$ cat src/rtl/nios_system_rx_pkg.sv
// Shared definitions for the receive packet writer: FSM encodings, the packet limit,
// the eop byte-enable mapping and the byte-length calculation.
package nios_system_rx_pkg;

   localparam int DEFAULT_MAX_PKT_WORDS = 384;

   localparam logic [2:0] S_IDLE     = 3'd0;
   localparam logic [2:0] S_WAIT_SOP = 3'd1;
   localparam logic [2:0] S_WRITE    = 3'd2;
   localparam logic [2:0] S_DRAIN    = 3'd3;
   localparam logic [2:0] S_DONE     = 3'd4;

   // Lanes are filled from lane 0 upward, so empty symbols always trim the top lanes.
   function automatic logic [3:0] empty_to_be(input logic eop, input logic [1:0] empty);
      logic [3:0] be;
      if (!eop) begin
         be = 4'b1111;
      end else begin
         case (empty)
            2'd0:    be = 4'b1111;
            2'd1:    be = 4'b0111;
            2'd2:    be = 4'b0011;
            default: be = 4'b0001;
         endcase
      end
      return be;
   endfunction

   function automatic logic [10:0] pkt_len(input logic [10:0] words, input logic [1:0] empty);
      logic [12:0] bytes;
      bytes = {words, 2'b00} - 13'(empty);
      return bytes[10:0];
   endfunction

endpackage

$ cat src/rtl/nios_system_rx_lane_pack.sv
// Registered output stage: swaps stream byte order into RAM lanes and builds the
// byte enables for the write that follows each accepted beat.
module nios_system_rx_lane_pack
   import nios_system_rx_pkg::*;
#(
   parameter int ADDR_WIDTH = 17
) (
   input  logic                  clk,
   input  logic                  reset,
   input  logic                  wr_en,
   input  logic [ADDR_WIDTH-1:0] addr,
   input  logic [31:0]           data,
   input  logic                  eop,
   input  logic [1:0]            empty,
   output logic                  mem_write,
   output logic [ADDR_WIDTH-1:0] mem_address,
   output logic [3:0]            mem_byteenable,
   output logic [31:0]           mem_writedata
);

   always_ff @(posedge clk) begin
      if (reset) begin
         mem_write      <= 1'b0;
         mem_address    <= '0;
         mem_byteenable <= 4'b0000;
         mem_writedata  <= 32'h0;
      end else begin
         mem_write <= wr_en;
         if (wr_en) begin
            mem_address    <= addr;
            mem_byteenable <= empty_to_be(eop, empty);
            mem_writedata  <= {data[7:0], data[15:8], data[23:16], data[31:24]};
         end
      end
   end

endmodule

$ cat src/rtl/nios_system_rx_pkt_writer.sv
// Writes one Avalon-ST receive packet per buffer descriptor into the on-chip RAM
// write port and reports its byte length and error flag on a status handshake.
module nios_system_rx_pkt_writer
   import nios_system_rx_pkg::*;
#(
   parameter int ADDR_WIDTH    = 17,
   parameter int DEPTH_WORDS   = 75000,
   parameter int MAX_PKT_WORDS = DEFAULT_MAX_PKT_WORDS
) (
   input  logic                  clk,
   input  logic                  reset,
   input  logic [ADDR_WIDTH-1:0] buf_addr,
   input  logic                  buf_valid,
   output logic                  buf_ready,
   input  logic [31:0]           st_data,
   input  logic                  st_valid,
   output logic                  st_ready,
   input  logic                  st_sop,
   input  logic                  st_eop,
   input  logic                  st_error,
   input  logic [1:0]            st_empty,
   output logic [ADDR_WIDTH-1:0] mem_address,
   output logic [3:0]            mem_byteenable,
   output logic                  mem_chipselect,
   output logic                  mem_write,
   output logic [31:0]           mem_writedata,
   output logic                  mem_clken,
   output logic [10:0]           done_len,
   output logic                  done_err,
   output logic                  done_valid,
   input  logic                  done_ready
);

   logic [2:0]            state, state_next;
   logic [ADDR_WIDTH-1:0] ptr, ptr_next, ptr_inc;
   logic [10:0]           word_count, count_next;
   logic                  err_next;
   logic [10:0]           len_next;
   logic                  wr_en;
   logic                  accept;

   assign buf_ready  = (state == S_IDLE);
   assign st_ready   = (state == S_WAIT_SOP) || (state == S_WRITE) || (state == S_DRAIN);
   assign done_valid = (state == S_DONE);
   assign accept     = st_valid && st_ready;
   assign ptr_inc    = (ptr == ADDR_WIDTH'(DEPTH_WORDS - 1)) ? '0 : ptr + 1'b1;

   always_comb begin
      state_next = state;
      ptr_next   = ptr;
      count_next = word_count;
      err_next   = done_err;
      len_next   = done_len;
      wr_en      = 1'b0;
      case (state)
         S_IDLE: begin
            if (buf_valid) begin
               ptr_next   = buf_addr;
               count_next = 11'd0;
               err_next   = 1'b0;
               state_next = S_WAIT_SOP;
            end
         end
         S_WAIT_SOP: begin
            if (accept && st_sop) begin
               wr_en      = 1'b1;
               ptr_next   = ptr_inc;
               count_next = 11'd1;
               if (st_eop) begin
                  err_next   = done_err | st_error;
                  len_next   = pkt_len(11'd1, st_empty);
                  state_next = S_DONE;
               end else begin
                  state_next = S_WRITE;
               end
            end
         end
         S_WRITE: begin
            if (accept) begin
               // A full buffer never takes another word, eop or not, so the next buffer is safe.
               if (word_count == 11'(MAX_PKT_WORDS)) begin
                  err_next   = 1'b1;
                  len_next   = 11'(MAX_PKT_WORDS * 4);
                  state_next = st_eop ? S_DONE : S_DRAIN;
               end else begin
                  wr_en    = 1'b1;
                  ptr_next = ptr_inc;
                  if (st_sop) begin
                     err_next   = 1'b1;
                     count_next = 11'd1;
                  end else begin
                     count_next = word_count + 11'd1;
                  end
                  if (st_eop) begin
                     err_next   = err_next | st_error;
                     len_next   = pkt_len(count_next, st_empty);
                     state_next = S_DONE;
                  end
               end
            end
         end
         S_DRAIN: begin
            if (accept && st_eop) begin
               err_next   = 1'b1;
               len_next   = 11'(MAX_PKT_WORDS * 4);
               state_next = S_DONE;
            end
         end
         S_DONE: begin
            if (done_ready) begin
               state_next = S_IDLE;
            end
         end
         default: state_next = S_IDLE;
      endcase
   end

   always_ff @(posedge clk) begin
      if (reset) begin
         state      <= S_IDLE;
         ptr        <= '0;
         word_count <= 11'd0;
         done_err   <= 1'b0;
         done_len   <= 11'd0;
      end else begin
         state      <= state_next;
         ptr        <= ptr_next;
         word_count <= count_next;
         done_err   <= err_next;
         done_len   <= len_next;
      end
   end

   nios_system_rx_lane_pack #(
      .ADDR_WIDTH (ADDR_WIDTH)
   ) u_lane_pack (
      .clk            (clk),
      .reset          (reset),
      .wr_en          (wr_en),
      .addr           (ptr),
      .data           (st_data),
      .eop            (st_eop),
      .empty          (st_empty),
      .mem_write      (mem_write),
      .mem_address    (mem_address),
      .mem_byteenable (mem_byteenable),
      .mem_writedata  (mem_writedata)
   );

   assign mem_chipselect = mem_write;
   assign mem_clken      = 1'b1;

endmodule

$ cat config.mk
export PLATFORM = sky130hd
export DESIGN_NAME = nios_system_rx_pkt_writer
export DESIGN_NICKNAME = d
export VERILOG_FILES = /design/src/rtl/nios_system_rx_pkg.sv /design/src/rtl/nios_system_rx_lane_pack.sv /design/src/rtl/nios_system_rx_pkt_writer.sv
export SDC_FILE = /design/constraint.sdc
export NUM_CORES = 1
export LEC_CHECK = 0
export CORE_ASPECT_RATIO = 1.4
export CORE_MARGIN = 2
export CORE_UTILIZATION = 50
export CTS_BUF_LIST = sky130_fd_sc_hd__clkbuf_4
export DETAILED_ROUTE_END_ITERATION = 16
export GPL_TIMING_DRIVEN = 0
export PLACE_DENSITY = 0.82
export SLEW_MARGIN = 20
export SYNTH_ARGS = -nofsm -noshare
export SYNTH_HDL_FRONTEND = slang
export SYNTH_SLANG_ARGS = --single-unit
$ cat constraint.sdc
create_clock -name clk -period 3.1 [get_ports clk]
set_clock_uncertainty 0.1 [all_clocks]
set_input_delay 0.775 -clock clk [delete_from_list [all_inputs] [get_ports clk]]
set_output_delay 0.775 -clock clk [all_outputs]
set_load 0.02 [all_outputs]
==> summary.md <==
| Metric | Value |
|---|---|
| Layout Cells excl Fill | `between 800 and 900` |
| Hold Crit Class | `reg -> reg` |
| RSZ-0062 raised after global routing | `false` |
| Max-slew violation count | `0` |
| Post-Syn Area | `0.004883 mm2` |
| Footprint of the multi-input gates | `0.002610 mm2` |
| Worst-Skew Late Latency | `about 460 ps` |
| Initial DRT Pass Iterations | `5` |
| Fill cells | `about 800` |
| Seq/Total Area, Yosys | `0.3976` |
| Grt total ovfl | `0` |
| DP HPWL | `~11,000 um` |
| Yosys warnings | `0` |
| Number of synthesized flops with an enable pin | `0` |
| Critical Path Fanout Max | `10` |
| Yosys top cell by area | `dfxtp_1` |
| DR WL/cell | `~16 um` |
| Final Hold Fails | `0` |
| Post-route antenna net violation count | `0` |
| CP max stage cell | `clkdlybuf4s50_1` |
| Proportion of layout cells with a drive suffix above 1 | `0.08067` |
| Layout Nets | `around 840` |
| Worst EP required | `approximately 2200 ps` |
| DR vias | `5,073` |
| Rows | `42` |
| First DRT Iteration DRCs | `around 320` |
| GPL Wtd Cong | `approximately 0.95` |
| # DRC | `0` |
| Routed WL | `about 14,000 um` |
| Worst Setup End Kind | `output port` |
| Tightest Pin Transition | `666.9 ps` |
| PD cells | `roughly 630 mW/mm2` |
| Initial Utilization | `0.5163` |
| # setup viols final | `0` |
| Crit path cell chain | `buf_2 > buf_2 > nor2_4 > and2_1 > clkdlybuf4s50_1` |
| Via/cell ratio | `5.687` |
| Area delta synth->final | `32.62%` |
| Largest net degree at the start of global routing | `17` |
| Clock slew at reported path FFs | `roughly 150 ps` |
| Die Ht | `between 100 and 150 um` |
| Vias in the first global route | `just under 5,000` |
| Synth Register Bits | `97` |
| Util after Layout | `0.6847` |
| Nature of the critical path startpoint | `flop` |
| Period utilization | `0.9596` |
| Num CTS Buffers | `9` |
| Max stage delay on crit path | `approximately 600 ps` |
| Synth Area per Inst | `approximately 7.6 um2` |
| Ranking of synthesized cells by area | `dfxtp_1, nand2_1, a21oi_1, nor2_1, o21ai_0` |
| First-pass GRT wire length | `approximately 22,000 um` |
| Sequential Area | `around 0.002 mm2` |
| Post-synth net total | `~700` |
| Leakage | `between 0.002 and 0.0025 uW` |
| Outcome | `finished, final reports clean` |
| Top cell type's share of synthesized area | `0.3976` |
| Worst vdd ir | `~380 uV` |
| Relative slew slack | `0.5554` |
| Io pins | `between 100 and 150` |
| H-tree Lvls | `3` |
| Sink Count | `97` |
| Crit path kind | `reg -> out` |
| PortBufs | `~130` |
| DIE WIDTH | `between 80 and 90 um` |
| Initial antenna violation count | `1` |
| CP dominant cell by count | `buf_2` |
| Mapped Cells | `641` |
| Final Critical Period | `2975 ps` |
| CTS tree | `yes` |
| Fin Setup TNS | `0 ps` |
| Core ar. | `0.009459 mm2` |
| Max_cap viols | `0` |
| CTS Root Cell | `clkbuf_4` |
| Cells after DPL | `~880` |
| Post-synth cell types | `68` |
| Critical path arrival | `around 2100 ps` |
| DIE AREA | `roughly 0.011 mm2` |
| Max clock buf depth | `2` |
| Achievable frequency | `336.2 MHz` |
| Main synth FF type | `dfxtp_1` |
| Asr flop ratio synth | `0` |
| GRT Util Overall | `0.2650` |
==> layer usage <==
metal / wire [um] / GRT usage / vias to the layer above
li1: - / - / 2487
met3: 825 / 0.04694 / 28
met1: 5806 / 0.3154 / 2371
met5: 0 / 0 / -
met4: 323 / 0.1067 / 0
met2: 7141 / 0.4626 / 187
==> cell type report <==
type,count,share of cell area
Antenna cell,1,0.0003864
Buffer,50,0.04579
Clock buffer,9,0.01043
Clock inverter,7,0.01816
Inverter,11,0.006376
Multi-Input combinational cell,481,0.4030
Sequential cell,97,0.2998
Tap cell,110,0.02125
Timing Repair Buffer,126,0.1947
==> Yosys cell counts (all sizes together), types with 2 or more instances <==
master,n
a32oi,2
o41ai,2
nor3b,3
o21ai,33
nand2,140
clkbuf,20
ha,6
nand3b,2
nand2b,12
xnor2,4
o22ai,3
nor2,51
inv,11
buf,32
nor3,14
and2,2
nor2b,4
o211ai,3
nand3,21
nor4b,2
and3,6
a221oi,2
mux2i,4
a21oi,93
dfxtp,97
a221o,2
a211oi,4
or3,6
a31oi,5
nor4,6
nand4,5
a22oi,8
o31ai,8
a211o,2
xor2,6
==> layout by cell type, fill, tap and decap left out, types with 5 or more instances in the layout <==
cell type        instances
nand2b_1                12
buf_6                    8
nand2_1                139
nand3_1                 21
inv_1                   10
clkdlybuf4s50_1        126
a22oi_1                  8
nor3_1                  13
clkbuf_4                 9
o21ai_0                 22
ha_1                     6
xor2_1                   6
and3_1                   6
o21ai_1                 11
nor2_1                  50
a21oi_1                 92
nand4_1                  5
or3_1                    6
o31ai_1                  8
dfxtp_1                 97
buf_4                    7
a31oi_1                  5
clkbuf_1                16
buf_2                   16
==> power breakdown <==
part	internal, uW	total (uW)	switching (uW)	leakage (uW)
registers	1400	1540	138	0.000786
clock network	408	853	445	0.0000902
logic	685	1680	999	0.00136
==> flip-flops by register name (all words and copies together) (netlist names) <==
name	cells
u_lane_pack.mem_writedata	32
ptr	17
u_lane_pack.mem_address	17
done_len	11
word_count	11
u_lane_pack.mem_byteenable	4
state	3
done_err	1
u_lane_pack.mem_write	1
==> metrics by stage <==
step	power [uW]	cell area, um2	hold slack (ps)	setup slack [ps]
final	4080	6476	362.7	125.2
after global routing	4295	6476	380.4	47.08
after global placement	3183	6282	338.3	-56.06
after floorplan	2642	4883	354.4	583.5
after CTS	4062	6471	365.3	6.747
after detailed placement	3218	6282	346.6	-110.0
==> cells by family after synthesis <==
family | count (synthesis) | synth area share
AOI/OAI and AO/OA | 177 | 0.2191
xor gates and xnor gates | 10 | 0.01793
adders and majority gates | 6 | 0.01537
buffers and inverters | 63 | 0.07046
DFF | 97 | 0.3976
muxes | 5 | 0.01050
other | 1 | 0.0007679
and+or+nand+nor | 282 | 0.2683
==> repair_timing <==
item | CTS | global route
gates cloned | 0 | 0
hold buffers | 0 | 0
setup buffers | 0 | 0
resized for setup | 2 | 2
setup endpoints to repair | 2 | 3
==> worst max-delay path: cells and delay by family (launching register included) <==
family                 cells  cell delay (ps)
AND/OR/NAND/NOR            2              350
buffers and inverters      3              960
flip-flops                 1              320
==> final timing paths <==
path | from | end | slack, ps | cells after the start
worst max-delay path | state[0] | done_valid | 130 | 5
worst min-delay path | u_lane_pack.mem_writedata[8] | u_lane_pack.mem_writedata[8] | 360 | 2
worst max register to register | word_count[0] | done_len[9] | 370 | 7
worst min register to register | u_lane_pack.mem_writedata[8] | u_lane_pack.mem_writedata[8] | 360 | 2
(Power assumes the default switching activity.)
